File: config.mk
export PLATFORM = sky130hd
export DESIGN_NAME = ship_ctl
export DESIGN_NICKNAME = d
export VERILOG_FILES = /design/src/rtl/ship_ctl.sv
export SDC_FILE = /design/constraint.sdc
export NUM_CORES = 1
export LEC_CHECK = 0
export ABC_AREA = 1
export BUFFER_PORTS_ARGS = -buffer_cell sky130_fd_sc_hd__buf_2
export CORE_AREA = 2 2 82 65
export CTS_CLUSTER_SIZE = 24
export DETAILED_ROUTE_END_ITERATION = 7
export DIE_AREA = 0 0 84 67
export GPL_TIMING_DRIVEN = 0
export SYNTH_ARGS = -nofsm -noshare
export SYNTH_HDL_FRONTEND = slang
export SYNTH_SLANG_ARGS = --single-unit
export TNS_END_PERCENT = 5
File: constraint.sdc
create_clock -name pclk -period 1.8 [get_ports pclk]
set_clock_uncertainty 0.05 [all_clocks]
set_input_delay 0.36 -clock pclk [delete_from_list [all_inputs] [get_ports pclk]]
set_output_delay 0.36 -clock pclk [all_outputs]
set_load 0.005 [all_outputs]
File: src/rtl/ship_ctl.sv
// ship_ctl: player ship position, lives and ALIVE/EXPLODE/RESPAWN/GAME_OVER control.
// Define SHIP_BLINK_EN to make the ship blink (frame counter bit 3) while respawning.
module ship_ctl #(
  parameter int XPOS_INIT      = 470,
  parameter int X_MIN          = 0,
  parameter int X_MAX          = 940,
  parameter int STEP           = 4,
  parameter int LIVES          = 3,
  parameter int EXPLODE_FRAMES = 60,
  parameter int INVULN_FRAMES  = 120
) (
  input  logic        pclk,
  input  logic        rst,
  input  logic        vsync_in,
  input  logic        btn_left,
  input  logic        btn_right,
  input  logic        hit,
  input  logic        start,
  output logic [10:0] xpos,
  output logic        dead_ship,
  output logic [2:0]  lives,
  output logic        game_over,
  output logic        invuln
);
  localparam logic [10:0] P_INIT  = 11'(XPOS_INIT);
  localparam logic [10:0] P_MIN   = 11'(X_MIN);
  localparam logic [10:0] P_MAX   = 11'(X_MAX);
  localparam logic [10:0] P_STEP  = 11'(STEP);
  localparam logic [10:0] P_LO    = 11'(X_MIN + STEP);
  localparam logic [10:0] P_HI    = 11'(X_MAX - STEP);
  localparam logic [2:0]  P_LIVES = 3'(LIVES);
  localparam logic [7:0]  P_EX    = 8'(EXPLODE_FRAMES - 1);
  localparam logic [7:0]  P_IN    = 8'(INVULN_FRAMES - 1);

  typedef enum logic [1:0] {ALIVE, EXPLODE, RESPAWN, GAME_OVER} state_t;

  state_t      r_state, w_nxt;
  logic        r_vs, r_dead, r_gover, r_inv;
  logic [10:0] r_xpos, w_xpos, w_step;
  logic [2:0]  r_lives, w_lives;
  logic [7:0]  r_cnt, w_cnt;
  logic        w_tick, w_move, w_dead, w_gover, w_inv;

  assign w_tick    = vsync_in & ~r_vs;
  assign xpos      = r_xpos;
  assign dead_ship = r_dead;
  assign lives     = r_lives;
  assign game_over = r_gover;
  assign invuln    = r_inv;

  always_ff @(posedge pclk) begin
    if (rst) begin
      r_state <= ALIVE;
      r_vs    <= 1'b0;
      r_xpos  <= P_INIT;
      r_lives <= P_LIVES;
      r_cnt   <= '0;
      r_dead  <= 1'b0;
      r_gover <= 1'b0;
      r_inv   <= 1'b0;
    end else begin
      r_state <= w_nxt;
      r_vs    <= vsync_in;
      r_xpos  <= w_xpos;
      r_lives <= w_lives;
      r_cnt   <= w_cnt;
      r_dead  <= w_dead;
      r_gover <= w_gover;
      r_inv   <= w_inv;
    end
  end

  always_comb begin
    w_nxt = (r_state == ALIVE && hit)                          ? EXPLODE :
            (r_state == EXPLODE && w_tick && r_cnt == P_EX)    ? (r_lives == 3'd0 ? GAME_OVER : RESPAWN) :
            (r_state == RESPAWN && w_tick && r_cnt == P_IN)    ? ALIVE :
            (r_state == GAME_OVER && start)                    ? ALIVE : r_state;
  end

  // saturation bounds are checked before stepping so xpos never wraps
  always_comb begin
    w_move  = w_tick && (r_state == RESPAWN || (r_state == ALIVE && !hit));
    w_step  = (btn_left && !btn_right) ? (r_xpos <= P_LO ? P_MIN : r_xpos - P_STEP) :
              (btn_right && !btn_left) ? (r_xpos >= P_HI ? P_MAX : r_xpos + P_STEP) : r_xpos;
    w_xpos  = ((r_state == EXPLODE && w_nxt == RESPAWN) || (r_state == GAME_OVER && start)) ? P_INIT :
              w_move ? w_step : r_xpos;
    w_lives = (r_state == GAME_OVER && start)                 ? P_LIVES :
              (r_state == ALIVE && hit && r_lives != 3'd0)    ? r_lives - 3'd1 : r_lives;
    w_cnt   = (w_nxt != r_state) ? '0 :
              (w_tick && (r_state == EXPLODE || r_state == RESPAWN)) ? r_cnt + 8'd1 : r_cnt;
  end

  // outputs follow the next state so they register alongside it
  always_comb begin
    w_gover = w_nxt == GAME_OVER;
    w_inv   = w_nxt == RESPAWN;
`ifdef SHIP_BLINK_EN
    w_dead  = w_nxt == EXPLODE || w_gover || (w_inv && w_cnt[3]);
`else
    w_dead  = w_nxt == EXPLODE || w_gover;
`endif
  end
endmodule

==> results.json <==
{
  "root_buffer": "clkbuf_8",
  "pwr-share-seq": 0.530,
  "fin_crit_sh": 0.9266,
  "drv_cap": 0,
  "p_int_uw": 857.8,
  "initial_core_util": 0.3928,
  "cts_buffers": 3,
  "dieArea_um2": 5628,
  "status": "complete, no violations",
  "total_power_uw": 1209,
  "synth_cell_types": 34,
  "drcViolationCount": 0,
  "cp-end-kind": "register",
  "reg2regPathDepth": 11,
  "grt_usage": 0.1470,
  "ys_seq_area_frac": 0.2890,
  "fp.dieW_um": 84,
  "cpMaxStageDelayCell": "dfxtp_4",
  "swShare": 0.2906,
  "fin_crit_ns": 1.668,
  "synth.net_count": 297,
  "synthCells": 278,
  "crit_start": "xpos[2]",
  "num_antenna_cells": 0,
  "max_freq_mhz": 599.6,
  "powerDensity_nw_per_um2": 561.9,
  "cp.required_ns": 1.92,
  "io_buffers": 22,
  "endpoint": "xpos[8]",
  "reg2reg_slack_ns": 0.13,
  "cts_tree": "done",
  "grt_max_degree": 16,
  "critPathKind": "reg2reg",
  "syn_avg_cell_area_um2": 6.729,
  "placeableCoreArea_um2": 4762,
  "drtIter0Drc": 62,
  "syn2layout_area_growth_pct": 15.05,
  "crit_path_max_incr_delay_ns": 0.38,
  "synth_seq_cells": 27,
  "hold_viol": 0,
  "routed-via-count": 1673,
  "yosys_warnings": 0,
  "drt-pass1-iter-count": 4,
  "fin_nets": 326,
  "htree_levels": 1,
  "grt_pass1_vias": 1489,
  "wirelength_um": 3870,
  "wl_per_cell_um": 10.57,
  "clk_pin_slew_worst_paths_ns": 0.10,
  "hold_path_class": "in2reg",
  "detail-route-antenna-nets": 0,
  "fin_ws_ns": 0.1321,
  "crit_top_cell": "nand2_1",
  "cts_buffer_depth": 2,
  "gp_congestion": 0.8478,
  "finalSetupViolCount": 0,
  "crit_arrival_ns": 1.79,
  "insertion_delay_ns": 0.27,
  "viasPerCell": 4.571,
  "dp_hpwl_um": 3061,
  "pin_count": 24,
  "cp_cell_sequence": "inv_1 -> ha_1 -> inv_1 -> nor2_2 -> nand2_1 -> o21ai_1 -> nand2_1 -> nand2_1 -> nand2_1 -> a21oi_1 -> nand2_1",
  "r2r-start": "xpos[2]",
  "leakage_uw": 0.001024,
  "p_sw_uw": 351.4,
  "cp-start-kind": "register",
  "fin_util": 0.4519,
  "syn_area_um2": 1871,
  "crit_fanout": 9,
  "drive_above_1_share": 0.2451,
  "overflow": 0,
  "clock_power_share": 0.287,
  "comb_power_share": 0.183,
  "final_common_cell": "nand2_1",
  "antenna_found_initial": 0,
  "slew_viol_final": 0,
  "pre_cts_ws_ns": -0.05174,
  "grt_pass1_wl_um": 6720,
  "layout_common_cells": "69 x nand2_1, 40 x inv_1, 29 x nor2_1, 23 x dfxtp_1, 22 x buf_2",
  "rsz0062_at_grt": "true",
  "r2r_end": "xpos[8]",
  "numClockSinks": 27,
  "fp-row-count": 22,
  "ir_drop_mv": 0.4553,
  "die_h_um": 67
}
==> synth_stat cells <==
master | count | area share
conb_1 | 1 | 0.0020
and3_1 | 1 | 0.0033
nand3_1 | 17 | 0.045
nor2_4 | 3 | 0.018
o21ai_0 | 7 | 0.019
nor2_2 | 10 | 0.033
nand4_1 | 3 | 0.010
nor2_1 | 31 | 0.062
buf_4 | 1 | 0.0040
nand3_4 | 1 | 0.0094
o211ai_1 | 1 | 0.0040
o21ai_2 | 1 | 0.0047
a21oi_1 | 10 | 0.027
nor4_2 | 1 | 0.0067
dfxtp_1 | 27 | 0.29
o21ai_1 | 1 | 0.0027
xnor2_1 | 1 | 0.0047
nand3_2 | 2 | 0.011
inv_2 | 4 | 0.0080
mux2i_1 | 1 | 0.0054
nand2_2 | 5 | 0.017
ha_1 | 12 | 0.080
nand2_4 | 1 | 0.0060
xor2_1 | 12 | 0.056
buf_6 | 1 | 0.0060
o31ai_1 | 1 | 0.0040
nor3_2 | 1 | 0.0054
nand3b_1 | 1 | 0.0040
nor3_1 | 4 | 0.011
buf_2 | 1 | 0.0027
o22ai_1 | 1 | 0.0033
inv_1 | 43 | 0.086
a21oi_4 | 1 | 0.0087
nand2_1 | 70 | 0.14
==> what timing repair did <==
item                       4_1_cts  5_1_grt
cloned                           0        0
setup endpoints to repair        3       18
gates resized for setup          2       16
hold buffers                     0        0
setup buffers                    0        2
pin swaps                        0        1
==> layer usage <==
metal | global-route usage | up-vias | routed length, um
met5 | 0 | - | 0
met4 | 0.02419 | 0 | 19
met3 | 0.02602 | 2 | 161
met2 | 0.2420 | 30 | 1714
met1 | 0.2051 | 728 | 1974
li1 | - | 913 | -
==> cells by family after synthesis <==
| family | share of synthesized area |
|---|---|
| and+or+nand+nor | 0.3826 |
| buffers and inverters | 0.1070 |
| DFF | 0.2890 |
| AOI/OAI and AO/OA | 0.07291 |
| xor gates and xnor gates | 0.06087 |
| adders and majority gates | 0.08027 |
| other | 0.002005 |
| muxes | 0.005351 |
==> cell type report <==
type | instances | area (um2)
inverters | 47 | 178.9
repair buffers | 24 | 125.1
well taps | 60 | 75.07
clock buffers | 3 | 41.29
clock inverters | 1 | 5.005
multi-input cells | 201 | 1152
plain buffers | 3 | 26.28
fillers | 511 | 2610
flip-flops and latches | 27 | 548.0
==> critical path, delay by kind of cell (launching register included) <==
family,cells,cell delay (ns)
buffers and inverters,2,0.21
AND/OR/NAND/NOR,6,0.46
AO/OA/AOI/OAI,2,0.25
adder cells (fa/ha/maj),1,0.22
flip-flops,1,0.38
==> metrics by stage <==
stage | cell area [um2] | hold slack (ns) | TNS [ns] | std cells
detailed placement | 2056 | 0.4236 | -0.07757 | 360
CTS | 2106 | 0.2049 | 0 | 364
finish | 2152 | 0.2157 | 0 | 366
global route | 2152 | 0.2210 | -0.02894 | 366
floorplan | 1871 | 0.3824 | 0 | 278
global placement | 2056 | 0.4120 | -0.03945 | 360
==> how the worst min path moves through the flow <==
stage / to / start / cells past startpoint / slack [ns]
detailed placement: lives[0] / lives[0] / 2 / 0.42
global placement: lives[0] / lives[0] / 2 / 0.41
finish: r_vs / rst / 2 / 0.22
CTS: r_vs / rst / 2 / 0.20
global route: r_vs / rst / 2 / 0.22
floorplan: r_vs / rst / 1 / 0.38
==> flip-flops by register name, indices dropped and copies added, names as in the netlist <==
signal	count
xpos	10
game_over	1
r_state	2
r_vs	1
r_cnt	8
invuln	1
lives	3
dead_ship	1
==> power groups by stage <==
stage          combinational (uW)  clock (uW)  sequential (uW)
2_1_floorplan                 157           0              652
3_3_place_gp                  213           0              654
3_5_place_dp                  215           0              654
4_1_cts                       217         368              641
5_1_grt                       255         394              645
6_report                      222         347              641
No activity file was read; power rests on OpenSTA's default activity.
